### src/rtl/key_event_queue.sv
// Key event queue: synchronises five virtual-key levels, turns rising edges
// into press events, adds typematic repeats for a lone held key, and buffers
// the events in a first-word-fall-through FIFO drained by a pop handshake.
module key_event_queue #(
  parameter int DEPTH         = 4,
  parameter int REPEAT_DELAY  = 50_000_000,
  parameter int REPEAT_PERIOD = 10_000_000,
  parameter int CW            = 32
) (
  input  logic                     clk,
  input  logic                     reset_n,
  input  logic                     vk_left,
  input  logic                     vk_check,
  input  logic                     vk_right,
  input  logic                     vk_up,
  input  logic                     vk_down,
  input  logic                     pop,
  output logic                     ev_valid,
  output logic [2:0]               ev_key,
  output logic                     ev_repeat,
  output logic [$clog2(DEPTH):0]   count,
  output logic [4:0]               held,
  output logic                     overflow
);

  localparam int AW = $clog2(DEPTH);
  localparam logic [AW:0]   FULL_CNT = DEPTH[AW:0];
  localparam logic [CW-1:0] DLY_LAST = CW'(REPEAT_DELAY - 1);
  localparam logic [CW-1:0] PER_LAST = CW'(REPEAT_PERIOD - 1);

  typedef enum logic [1:0] {ST_IDLE, ST_DELAY, ST_REPEAT} rpt_state_e;

  typedef struct packed {
    logic [2:0] key;
    logic       rpt;
  } entry_t;

  logic [4:0]    vk_in;
  logic [4:0]    s1_q, s1_d, s2_q, s2_d, prev_q, prev_d;
  logic [4:0]    pending_q, pending_d, pending_rpt_q, pending_rpt_d;
  rpt_state_e    state_q, state_d;
  logic [CW-1:0] cnt_q, cnt_d;
  logic [4:0]    rkey_q, rkey_d;
  logic [AW:0]   wptr_q, wptr_d, rptr_q, rptr_d;
  logic          overflow_q, overflow_d;
  entry_t        mem_q [DEPTH];

  logic [4:0]    rise, tick_mask;
  logic          one_hot, tick;
  logic          push_req, do_push, do_pop, drop, empty, full;
  logic [2:0]    push_idx;
  logic [AW:0]   count_w;
  entry_t        wdata, head;

  assign vk_in   = {vk_down, vk_up, vk_right, vk_check, vk_left};
  assign rise    = s2_q & ~prev_q;
  assign one_hot = (s2_q != 5'd0) && ((s2_q & (s2_q - 5'd1)) == 5'd0);

  // Synchroniser chain and edge-detect history.
  always_comb begin
    s1_d   = vk_in;
    s2_d   = s1_q;
    prev_d = s2_q;
  end

  // Repeat FSM: arm on a lone held key, tick after the delay, then periodically.
  always_comb begin
    // NOTE: every always_comb output gets a default first so no latch is inferred.
    state_d = state_q;
    cnt_d   = cnt_q;
    rkey_d  = rkey_q;
    tick    = 1'b0;
    case (state_q)
      ST_IDLE: begin
        if (one_hot) begin
          state_d = ST_DELAY;
          cnt_d   = '0;
          rkey_d  = s2_q;
        end
      end
      ST_DELAY: begin
        if (s2_q != rkey_q) begin
          state_d = ST_IDLE;
          cnt_d   = '0;
        end else if (cnt_q == DLY_LAST) begin
          tick    = 1'b1;
          state_d = ST_REPEAT;
          cnt_d   = '0;
        end else begin
          cnt_d = cnt_q + CW'(1);
        end
      end
      ST_REPEAT: begin
        if (s2_q != rkey_q) begin
          state_d = ST_IDLE;
          cnt_d   = '0;
        end else if (cnt_q == PER_LAST) begin
          tick  = 1'b1;
          cnt_d = '0;
        end else begin
          cnt_d = cnt_q + CW'(1);
        end
      end
      default: state_d = ST_IDLE;
    endcase
  end

  assign tick_mask = tick ? rkey_q : 5'd0;

  // Pending capture and fixed-priority arbiter (lowest index wins).
  always_comb begin
    pending_d     = pending_q;
    pending_rpt_d = pending_rpt_q;
    push_req      = |pending_q;
    push_idx      = 3'd0;
    for (int i = 4; i >= 0; i--) begin
      if (pending_q[i]) push_idx = 3'(i);
    end
    if (push_req) pending_d[push_idx] = 1'b0;
    // A fresh press overrides a repeat flag for the same key.
    pending_d     = pending_d | tick_mask | rise;
    pending_rpt_d = (pending_rpt_d | tick_mask) & ~rise;
  end

  // FIFO pointer arithmetic; a push into a full FIFO survives only with a pop.
  always_comb begin
    count_w    = wptr_q - rptr_q;
    empty      = (count_w == '0);
    full       = (count_w == FULL_CNT);
    do_pop     = pop & ~empty;
    do_push    = push_req & (~full | do_pop);
    drop       = push_req & full & ~do_pop;
    wptr_d     = wptr_q + {{AW{1'b0}}, do_push};
    rptr_d     = rptr_q + {{AW{1'b0}}, do_pop};
    overflow_d = overflow_q | drop;
    wdata.key  = push_idx + 3'd1;
    wdata.rpt  = pending_rpt_q[push_idx];
  end

  // State registers with synchronous active-low reset.
  always_ff @(posedge clk) begin
    // NOTE: sequential state uses non-blocking assignments only.
    if (!reset_n) begin
      s1_q          <= '0;
      s2_q          <= '0;
      prev_q        <= '0;
      pending_q     <= '0;
      pending_rpt_q <= '0;
      state_q       <= ST_IDLE;
      cnt_q         <= '0;
      rkey_q        <= '0;
      wptr_q        <= '0;
      rptr_q        <= '0;
      overflow_q    <= 1'b0;
    end else begin
      s1_q          <= s1_d;
      s2_q          <= s2_d;
      prev_q        <= prev_d;
      pending_q     <= pending_d;
      pending_rpt_q <= pending_rpt_d;
      state_q       <= state_d;
      cnt_q         <= cnt_d;
      rkey_q        <= rkey_d;
      wptr_q        <= wptr_d;
      rptr_q        <= rptr_d;
      overflow_q    <= overflow_d;
    end
  end

  // FIFO storage write port.
  always_ff @(posedge clk) begin
    // NOTE: storage is not reset; empty gates its outputs, so stale words never show.
    if (do_push) mem_q[wptr_q[AW-1:0]] <= wdata;
  end

  assign head      = mem_q[rptr_q[AW-1:0]];
  assign ev_valid  = ~empty;
  assign ev_key    = empty ? 3'd0 : head.key;
  assign ev_repeat = empty ? 1'b0 : head.rpt;
  assign count     = count_w;
  assign held      = s2_q;
  assign overflow  = overflow_q;

endmodule

### config.mk
export PLATFORM = sky130hd
export DESIGN_NAME = key_event_queue
export DESIGN_NICKNAME = d
export VERILOG_FILES = /design/src/rtl/key_event_queue.sv
export SDC_FILE = /design/constraint.sdc
export NUM_CORES = 1
export LEC_CHECK = 0
export BUFFER_PORTS_ARGS = -buffer_cell sky130_fd_sc_hd__buf_2
export CAP_MARGIN = 20
export CORE_MARGIN = 2
export CORE_UTILIZATION = 61
export CTS_CLUSTER_DIAMETER = 50
export CTS_CLUSTER_SIZE = 24
export DETAILED_ROUTE_END_ITERATION = 12
export PLACE_DENSITY = 0.86
export SYNTH_ARGS = -nofsm -noshare
export SYNTH_HDL_FRONTEND = slang
export SYNTH_SLANG_ARGS = --single-unit
### constraint.sdc
create_clock -name clk -period 3.1 [get_ports clk]
set_input_delay 0.155 -clock clk [delete_from_list [all_inputs] [get_ports clk]]
set_output_delay 0.155 -clock clk [all_outputs]
set_load 0.005 [all_outputs]
# Yosys cells after proc, flatten, opt, wreduce, memory -nomap -nowiden
# Memories as Yosys holds them, arrays and structs flattened. A register that Yosys moved wholly into a read port is not among the register bits.
# Index checks and enable logic that the tools add are counted.
[totals]
latch_bits = 0
wordCells = 91
romBits = 0
register_bits = 71
ramBits = 16
n_memories = 1
[classes]
n_bitwise = 19
addsub = 6
n_mul = 0
reduce_logical = 11
mux = 32
shift = 0
div_mod_pow = 0
eq_ne = 9
magnitude_cmp = 2
[mem_list]
columns = ["memory", "words", "width", "read_ports", "rd_clocked_by_memory_dff", "wr", "line_no", "rtl"]
rows = [
  ["mem_q", 4, 4, 1, 1, 1, "46", "entry_t mem_q [DEPTH];"],
]
[ops]
columns = ["op", "count"]
rows = [
  ["two-way mux 32 bit", 5],
  ["one-hot mux 32 bit (3 select lines)", 1],
  ["adder 32 x 1 -> 32 bit, second input constant", 1],
  ["equality test 32 x 24 -> 1 bit, second input constant", 1],
  ["equality test 32 x 26 -> 1 bit, second input constant", 1],
  ["bitwise AND 5 bit", 4],
  ["two-way mux 3 bit", 6],
  ["inverter 5 bit", 3],
  ["OR 5 bit", 3],
  ["two-way mux 2 bit", 5],
  ["two-way mux 5 bit", 2],
  ["two-way mux 1 bit", 9],
  ["adder 3 x 1 -> 3 bit", 2],
  ["one-hot mux 2 bit (3 select lines)", 1],
  ["logical NOT 5 bit", 1],
  ["!= test 5 bit", 1],
  ["nonzero test 5 bit", 1],
  ["OR reduction 5 bit", 1],
  ["subtractor 5 x 1 -> 5 bit, second input constant", 1],
  ["bitwise AND 1 bit", 4],
  ["less-than comparator 3 x 4 -> 1 bit, second input constant", 1],
  ["!= test 2 bit, second input constant", 2],
  ["AND reduction 2 bit", 2],
  ["adder 3 x 1 -> 3 bit, second input constant", 1],
  ["16 further kinds", 20],
]

# Depth between registers and ports, before layout
# Gate-level depths: netlist of the first run.
[depth]
depth_word = 14
depth_mapped = 12
depth_no_buf = 12

# Least setup slack after synthesis of the first run
# No wires, ideal clock.
[synth_path]
path_type = "register -> register"
start = "register wptr_q[0]"
end = "register wptr_q[1]"
setup_slack_ns = 0.475
arrival_ns = 2.510
stages_incl_launch_ff = 12
synth_period_minus_slack_ns = 2.625
setup_ns = 0.115
required_time_ns = 2.985
cell_sequence = "dfxtp_1 inv_1 ha_1 fa_1 xor2_1 xnor2_1 or4_1 o21ai_0 inv_1 ha_1 ha_1 and2_1"
[synth_via]
elab_chain_len = 7
[synth_lines]
columns = ["element", "line_no", "rtl"]
rows = [
  ["from (decl)", "44", "logic [AW:0] wptr_q, wptr_d, rptr_q, rptr_d;"],
  ["from (signal assigned)", "164", "wptr_q <= wptr_d;"],
  ["subtractor 3 bit", "127", "count_w = wptr_q - rptr_q;"],
  ["logical NOT 3 bit", "128", "empty = (count_w == '0);"],
  ["inverter 1 bit", "130", "do_pop = pop & ~empty;"],
  ["bitwise AND 1 bit", "130", ""],
  ["OR 1 bit", "131", "do_push = push_req & (~full | do_pop);"],
  ["bitwise AND 1 bit", "131", ""],
  ["adder 3 x 1 -> 3 bit *", "133", "wptr_d = wptr_q + {{AW{1'b0}}, do_push};"],
  ["via wptr_d[1]", "44", ""],
]
# The timed path passes the listed nets; every way through them passes the cells marked *.
# A chain may end at the register's enable or synchronous reset.

# Worst setup path after layout of the first run
# Ends and elaborated chain as after synthesis.

==> flow_metrics.tcl, run 1 <==
set metrics [dict create \
    area_growth_pct 9.89 \
    path_clk_slew_ps 90 \
    ys_seq_elements 87 \
    yosys_warnings 0 \
    wl_mm 8.80 \
    layout_common_cells "dfxtp_1, nand2_1, nand3_1" \
    min_from "vk_down" \
    relSlewSlack_pct 38.3 \
    rr_worst_depth 11 \
    viasPerCell 6.07 \
    synth_area_sq_um 4250 \
    synthArstFlopShare_pct 0 \
    num_rows 30 \
    critPathLaunch "wptr_q[0]" \
    vias 3538 \
    required_ps 3360 \
    die_w_microns 87.5 \
    slowest_delay_ps 460 \
    synth.largest_area_cell "dfxtp_1" \
    grt_max_degree 26 \
    critical_path_class "register to register" \
    clock_skew_ps 9.05 \
    cp_max_fo 5 \
    io_pins 22 \
    antenna_found_initial 0 \
    yosysTopAreaCellShare_pct 33.5 \
    synth.area.mux_share_pct 5.42 \
    cts_resized 0 \
    finalSetupTns_ps 0 \
    drc 0 \
    drt_iter0_drc 374 \
    fin_crit_ps 2880 \
    core_sq_um 6760 \
    cts_max_level 3 \
    synth_compound_gate_area_share_pct 13.5 \
    syn-num-nets 493 \
    synthCells 473 \
    cts_setup_buffers 0 \
    setup_viol 0 \
    dp_slack_ps 260 \
    end_kind "register" \
    cts_buffers 9 \
    p_leak_nw 1.71 \
    hpwl_mm 6.25 \
    gr-total-overflow 0 \
    initial_utilization_pct 62.9 \
    path_common_cell "ha_1" \
    layout_commonest_cell "dfxtp_1" \
    powerDensity_nw_per_um2 529 \
    crit_chain "inv_1 > ha_1 > fa_1 > xor2_1 > xnor2_1 > or4_1 > o21ai_0 > inv_1 > ha_1 > ha_1 > and2_1" \
    timing.rr.start "wptr_q[0]" \
    synth_xor_area_share_pct 2.47 \
    vdd_drop_max_v 0.000394 \
    insertion_delay_ps 360 \
    first_global_vias 3301 \
    drt_first_pass_iters 6 \
    hp-class "primary input to register" \
    clock.fmax_ghz 0.348 \
    cts.sinks 87 \
    synth_cell_types 58 \
    seq_area_frac_synth_pct 44.8 \
    fin_crit_sh_pct 92.8 \
    status "complete, no violations" \
    synth_edf_count 16 \
    wl_per_cell_microns 15.1 \
    slowest_stage "or4_1" \
    final_nets 518 \
    whs_path_depth 2 \
    hold_violations 0 \
    r2r_end "wptr_q[1]" \
    grt_usage_pct 24.9 \
    maxCapViolations 0 \
    synthTopCellsByArea "dfxtp_1, edfxtp_1, nand3_1, nand2_1, mux2i_1" \
    synth_flop_cell "dfxtp_1" \
    num-fill-cells 505 \
    dieHeight_microns 87.5 \
    cp-start-kind "register" \
    drv_slew 0 \
    rsz0062_at_grt "false" \
    arrival_ps 3130 \
    hold_path_end "s1_q[4]" \
    critPathTopFamily "adder cells" \
    synth_top_family_by_area "simple AND/OR/NAND/NOR gates" \
    drive_gt1_share_pct 11.5 \
    antenna_cells 0 \
    die_area_sq_um 7650 \
    reg2reg_slack_ps 220 \
    setup_slack_ps 223 \
    antenna_left 0 \
    worst_pin_slew_ps 918 \
    yosys.area_share.simple_pct 25.6 \
    gp_congestion 0.908 \
    grt_first_pass_wirelength_mm 15.0 \
    synth_fa_ha_area_share_pct 3.71 \
    io_buffers 21 \
    clock_path_buffers 2 \
    avgSynthCellArea_sq_um 8.98 \
    cp.buffers_inverters 2 \
    root_buffer "clkbuf_8" \
    cts_tree "done" \
]
==> state kept, by name, indices dropped and copies added, names as in the netlist <==
name	cells
cnt_q	32
mem_q	16
held	5
pending_q	5
pending_rpt_q	5
prev_q	5
rkey_q	5
s1_q	5
rptr_q	3
wptr_q	3
state_q	2
overflow	1
==> final cells by class <==
class                   instances  area [sq um]  area share [%]
clock buffers                  10           128            2.73
clock inverters                 6          71.3            1.53
inverters                      25          93.8            2.01
multi-input cells             340          2160            46.2
flip-flops and latches         87          1900            40.7
well taps                      80           100            2.14
repair buffers                 35           218            4.66
==> cell families after synthesis <==
| kind of cell | count (synthesis) |
|---|---|
| DFF | 87 |
| buffers and inverters | 46 |
| adders and majority gates | 12 |
| AOI/OAI and AO/OA | 86 |
| muxes | 18 |
| xor gates and xnor gates | 12 |
| and+or+nand+nor | 212 |
==> synth_stat cells, types with 3 or more instances <==
cell	number
xnor2_1	9
clkbuf_1	11
dfxtp_1	71
nand2b_1	4
or4_1	4
or3_1	5
xor2_1	3
nand4_1	15
o21ai_1	8
edfxtp_1	16
o21ai_0	12
buf_2	7
mux2i_1	14
a211oi_1	4
mux4_2	4
o211ai_1	7
nor2_1	35
inv_1	25
ha_1	11
and2_1	21
nand2_1	45
a31oi_1	3
nor3_1	13
and3_1	4
nand3_1	42
nor2b_1	8
nor4_1	4
a32oi_1	6
a21oi_1	26
==> through the flow <==
step | utilization (%) | total power, W | std cells | hold slack, ps | cell area, sq um
final | 69.1 | 0.00247 | 583 | 11.7 | 4670
after global routing | 69.1 | 0.00259 | 583 | 6.92 | 4670
after CTS | 69.1 | 0.00248 | 583 | 3.06 | 4670
after detailed placement | 65.7 | 0.00170 | 564 | 365 | 4440
after global placement | 65.7 | 0.00169 | 564 | 361 | 4440
after floorplan | - | 0.00154 | 473 | 282 | 4250
==> per-layer routing <==
layer  routed length, microns  share of wire [%]  track usage [%]  vias to the layer above
li1                         -                  -                -                     1758
met1                     3800                 43             31.7                     1600
met2                     4170                 47             41.5                      154
met3                      605                6.9             4.08                       26
met4                      222                2.5             11.5                        0
met5                        0                  0                0                        -
==> worst max path at each step <==
stage	to	slack [ps]	depth (start not counted)
2_1_floorplan	wptr_q[1]	480	11
3_3_place_gp	wptr_q[1]	390	11
3_5_place_dp	wptr_q[1]	260	11
4_1_cts	wptr_q[1]	240	11
5_1_grt	wptr_q[1]	80	11
6_report	wptr_q[1]	220	11
==> what timing repair did <==
item | in CTS | in global routing
setup endpoints to repair | 0 | 0
hold buffers | 3 | 0
endpoints found under the hold margin | 3 | 0
==> power breakdown <==
part / total (W) / switching [W] / internal [W]
registers: 0.00123 / 0.0000374 / 0.00119
logic: 0.000451 / 0.000237 / 0.000214
clock network: 0.000791 / 0.000411 / 0.000379
(Power assumes the default switching activity.)
==> inputs of run 2 (changes only) <==
--- a/config.mk
+++ b/config.mk
@@ -12,6 +12,7 @@
 export CTS_CLUSTER_DIAMETER = 50
 export CTS_CLUSTER_SIZE = 24
 export DETAILED_ROUTE_END_ITERATION = 12
+export GPL_TIMING_DRIVEN = 0
 export PLACE_DENSITY = 0.86
 export SYNTH_ARGS = -nofsm -noshare
 export SYNTH_HDL_FRONTEND = slang
==> run 2 against run 1 <==
First-iteration DRC count is 17% lower; critical endpoint unchanged; highest routed layer unchanged; clock power hardly changed; register-to-register slack better by 40 ps; wire length is 8.4% higher; utilization is 0.30 points higher; combinational power is 3% lower; via count is 4.9% higher; sequential power hardly changed; worst hold slack better by 1.3 ps; cell count is 1.9% higher; largest power group unchanged; global-route usage is 1.3 points higher; design area is 0.43% higher.
==> flow_metrics.tcl, run 2 (synthesis results as in run 1) <==
set metrics [dict create \
    hpwl_mm 6.79 \
    finalSetupTns_ps 0 \
    drc 0 \
    largest_register "cnt_q" \
    area_growth_pct 10.4 \
    io_buffers 21 \
    num_rows 30 \
    arrival_ps 3100 \
    postPlaceCellArea_sq_um 4450 \
    relSlewSlack_pct 39.0 \
    end_kind "register" \
    die_w_microns 87.5 \
    hold_violations 0 \
    first_global_vias 3444 \
    grt_max_degree 16 \
    largest_register_ffs 32 \
    cts_setup_buffers 0 \
    io_pins 22 \
    timing.rr.start "wptr_q[0]" \
    cts_max_level 3 \
    whs_path_depth 2 \
    antenna_cells 0 \
    post-place-cells 574 \
    dieHeight_microns 87.5 \
    core_sq_um 6760 \
    drive_gt1_share_pct 10.7 \
    wl_per_cell_microns 16.1 \
    powerDensity_nw_per_um2 523 \
    multi_input_area_sq_um 2160 \
    drt_first_pass_iters 5 \
    crit_chain "inv_1 > ha_1 > fa_1 > xor2_1 > xnor2_1 > or4_1 > o21ai_0 > inv_1 > ha_1 > ha_1 > and2_1" \
    slowest_delay_ps 450 \
    slowest_stage "or4_1" \
    required_ps 3360 \
    insertion_delay_ps 360 \
    setup_slack_ps 260 \
    gp_congestion 0.879 \
    grt_usage_pct 26.2 \
    layout_common_cells "dfxtp_1, nand2_1, nand3_1" \
    min_from "vk_down" \
    cts.sinks 87 \
    rr_worst_depth 11 \
    clock.fmax_ghz 0.352 \
    hold_path_end "s1_q[4]" \
    hold_ws_ps 13.0 \
    antenna_left 0 \
    fin_area_sq_um 4690 \
    num-fill-cells 516 \
    r2r_end "wptr_q[1]" \
    drv_slew 0 \
    layout_commonest_cell "dfxtp_1" \
    wl_mm 9.54 \
    path_common_cell "ha_1" \
    clock_skew_ps 10.1 \
    initial_utilization_pct 62.9 \
    critPathTopFamily "adder cells" \
    cp-start-kind "register" \
    vias 3713 \
    final_nets 529 \
    cp.buffers_inverters 2 \
    reg2reg_slack_ps 260 \
    drt_iter0_drc 311 \
    worst_pin_slew_ps 907 \
    vdd_drop_max_v 0.000598 \
    p_leak_nw 1.72 \
    cp_max_fo 5 \
    antenna_found_initial 0 \
    maxCapViolations 0 \
    cts_tree "done" \
    cts_buffers 9 \
    critical_path_class "register to register" \
    clock_path_buffers 2 \
    path_clk_slew_ps 80 \
    setup_viol 0 \
    dp_slack_ps 258 \
    grt_first_pass_wirelength_mm 15.6 \
    hp-class "primary input to register" \
    rsz0062_at_grt "false" \
    fin_crit_sh_pct 91.6 \
    die_area_sq_um 7650 \
    root_buffer "clkbuf_8" \
    fin_cells 594 \
    gr-total-overflow 0 \
    seqCellArea_sq_um 1900 \
    fin_crit_ps 2840 \
    viasPerCell 6.25 \
    status "complete, no violations" \
]
[run 2: cell count changes in the layout (fill, tap and decap cells not counted), sizes merged]
cell	change
buf	-2
clkbuf	+12
clkinvlp	-1
dlygate4sd3	+1
inv	+1
[run 2: area by class of cell]
| cell class | instances | share of cell area, % |
|---|---|---|
| timing repair buffer | 25 | 3.09 |
| multi-input combinational | 340 | 46.0 |
| clock inverter | 6 | 1.44 |
| sequential | 87 | 40.6 |
| tap | 80 | 2.13 |
| clock buffer | 10 | 2.72 |
| buffer | 21 | 2.05 |
| inverter | 25 | 2.00 |
[run 2: worst max-delay path by stage]
stage	start	endpoint	slack (ps)	cells past startpoint
final	wptr_q[0]	wptr_q[1]	260	11
after global routing	wptr_q[0]	rptr_q[2]	7	12
after CTS	wptr_q[0]	wptr_q[1]	230	11
after detailed placement	wptr_q[0]	wptr_q[1]	260	11
after global placement	wptr_q[0]	wptr_q[1]	330	11
after floorplan	wptr_q[0]	wptr_q[1]	480	11
[run 2: metal layers]
| layer | wire length (microns) | up-vias | global-route usage, % |
|---|---|---|---|
| li1 | - | 1776 | - |
| met1 | 3920 | 1740 | 31.9 |
| met2 | 4620 | 165 | 44.1 |
| met3 | 705 | 32 | 6.45 |
| met4 | 292 | 0 | 11.2 |
| met5 | 0 | - | 0 |
[run 2: metrics by stage]
step,utilization [%],power [W]
2_1_floorplan,-,0.00154
4_1_cts,69.4,0.00246
6_report,69.4,0.00245
3_5_place_dp,65.9,0.00168
5_1_grt,69.4,0.00256
3_3_place_gp,65.9,0.00167
[run 2: what timing repair did]
action / 4_1_cts / 5_1_grt
hold buffers: 4 / 0
resized for setup: 0 / 0
endpoints found under the hold margin: 4 / 0
[run 2: worst register-to-register path, cell delays in order (launching register included)]
cell and delay, ps:
dfxtp_1 380, inv_1 100, ha_1 220, fa_1 380, xor2_1 160, xnor2_1 140, or4_1 450, o21ai_0 220
inv_1 80, ha_1 190, ha_1 260, and2_1 150
[run 2: report_power, final]
group          leakage (nW)  total [W]  internal, W  switching, W
logic                 0.901   0.000439     0.000194      0.000245
registers             0.721    0.00123      0.00119     0.0000353
clock network         0.100   0.000789     0.000379      0.000410
total                  1.72    0.00245      0.00176      0.000691
==> inputs of run 3 (changes only) <==
--- a/config.mk
+++ b/config.mk
@@ -7,6 +7,7 @@
 export LEC_CHECK = 0
 export BUFFER_PORTS_ARGS = -buffer_cell sky130_fd_sc_hd__buf_2
 export CAP_MARGIN = 20
+export CORE_ASPECT_RATIO = 0.6
 export CORE_MARGIN = 2
 export CORE_UTILIZATION = 61
 export CTS_CLUSTER_DIAMETER = 50
@@ -14,6 +15,7 @@
 export DETAILED_ROUTE_END_ITERATION = 12
 export GPL_TIMING_DRIVEN = 0
 export PLACE_DENSITY = 0.86
+export REMOVE_ABC_BUFFERS = 1
 export SYNTH_ARGS = -nofsm -noshare
 export SYNTH_HDL_FRONTEND = slang
 export SYNTH_SLANG_ARGS = --single-unit
==> run 3 against run 2 <==
Design area is 0.19% higher; highest routed layer unchanged; clock skew is 1.6 ps lower; critical endpoint is now cnt_q[22]; critical path depth is 4 lower; flip-flop and latch count stayed put; power is 8.9% higher; non-clock buffer count is 23 lower.
==> flow_metrics.tcl, run 3 (synthesis results as in run 1) <==
set metrics [dict create \
    clkPwrFrac_pct 36.6 \
    area_growth_pct 10.6 \
    die_area_sq_um 7670 \
    clock_path_buffers 2 \
    largest_register_ffs 32 \
    cp-start-kind "register" \
    fin_crit_sh_pct 94.8 \
    hold_violations 0 \
    slowest_delay_ps 890 \
    dieHeight_microns 68.7 \
    layout_common_cells "dfxtp_1, nand2_1, nand3_1" \
    drc 0 \
    antenna_found_initial 0 \
    cts_buffers 9 \
    gp_congestion 0.914 \
    drt_iter0_drc 423 \
    wl_mm 9.69 \
    p_sw_w 0.000745 \
    die_w_microns 112 \
    cp_max_fo 5 \
    vdd_drop_max_v 0.000509 \
    cts_max_level 3 \
    required_ps 3370 \
    powerDensity_nw_per_um2 569 \
    finalSetupTns_ps 0 \
    hpwl_mm 6.82 \
    grt_max_degree 26 \
    critical_path_class "register to register" \
    layout_commonest_cell "dfxtp_1" \
    clock.fmax_ghz 0.340 \
    largest_register "cnt_q" \
    wl_per_cell_microns 16.7 \
    gr-total-overflow 0 \
    dp_slack_ps 70.2 \
    fin_crit_ps 2940 \
    multi_input_area_sq_um 2190 \
    slowest_stage "nor4_1" \
    num_rows 23 \
    vias 3709 \
    antenna_left 0 \
    critPathTopFamily "simple AND/OR/NAND/NOR gates" \
    arrival_ps 3210 \
    swShare_pct 27.9 \
    drt_first_pass_iters 5 \
    drv_slew 0 \
    total_power_w 0.00267 \
    io_pins 22 \
    status "complete, no violations" \
    cts.sinks 87 \
    internal_power_w 0.00193 \
    first_global_vias 3387 \
    grt_first_pass_wirelength_mm 16.3 \
    setup_viol 0 \
    root_buffer "clkbuf_16" \
    cp.buffers_inverters 0 \
    insertion_delay_ps 350 \
    crit_chain "ha_1 > nand4_1 > nor4_1 > and2_1 > nand3_1 > or4b_1 > mux2i_1" \
    end_kind "register" \
    antenna_cells 0 \
    num-fill-cells 478 \
    power_frac_seq_pct 46.1 \
    hp-class "primary input to register" \
    viasPerCell 6.41 \
    cts_tree "done" \
    fin_util_pct 70.1 \
    initial_utilization_pct 63.4 \
    hold_buffers 0 \
    worst_pin_slew_ps 1010 \
    seqCellArea_sq_um 1900 \
    relSlewSlack_pct 32.1 \
    combinationalPowerShare_pct 17.2 \
    p_leak_nw 1.69 \
    maxCapViolations 0 \
    core_sq_um 6710 \
    setup_slack_ps 160 \
    final_nets 507 \
    io_buffers 21 \
    path_clk_slew_ps 60 \
    grt_usage_pct 27.3 \
    clock_skew_ps 8.57 \
    drive_gt1_share_pct 10.6 \
]
run 3: changes by cell type in the layout (fill, tap and decap cells not counted), moves of 2 or more:
cell	change
buf_8	+2
clkbuf_8	-9
buf_2	-7
clkbuf_1	-11
clkbuf_16	+9
dlygate4sd3_1	-4
run 3: what timing repair did:
action,in CTS,in global routing
buffers inserted,0,0
setup endpoints to repair,0,15
resized for setup,0,5
hold endpoints to repair,0,0
run 3: per-stage QoR:
stage,hold WS (ps),instance area (sq um),std cells
floorplan,271,4150,452
global placement,362,4370,560
detailed placement,364,4400,562
CTS,9.37,4670,578
global route,13.2,4700,579
finish,17.2,4700,579
run 3: final timing paths:
kind / start / to / slack, ps / cells past startpoint
min reg2reg: s1_q[3] / held[3] / 430 / 1
min: vk_up / s1_q[3] / 20 / 2
max reg2reg: cnt_q[0] / cnt_q[22] / 160 / 7
max: cnt_q[0] / cnt_q[22] / 160 / 7
run 3: area by class of cell:
type / instances / area share, %
multi-input cells: 341 / 46.7
flip-flops and latches: 87 / 40.5
clock buffers: 10 / 4.87
repair buffers: 23 / 2.88
well taps: 87 / 2.32
inverters: 25 / 2.00
clock inverters: 6 / 0.799
run 3: power groups by stage:
stage	combinational (W)	sequential (W)	clock (W)
after detailed placement	0.000441	0.00126	0
after floorplan	0.000281	0.00125	0
final	0.000460	0.00123	0.000979
after global placement	0.000405	0.00125	0
after global routing	0.000508	0.00124	0.00103
after CTS	0.000444	0.00123	0.000988
run 3: worst register-to-register path, stage by stage (launching register included):
cell and delay [ps]:
dfxtp_1 400, ha_1 240, nand4_1 160, nor4_1 890, and2_1 340, nand3_1 140
or4b_1 550, mux2i_1 140
run 3: routing by layer:
layer	global-route usage, %	vias up	wire, microns
li1	-	1734	-
met1	35.9	1761	4400
met2	43.9	193	4190
met3	8.74	21	958
met4	8.18	0	145
met5	0	-	0
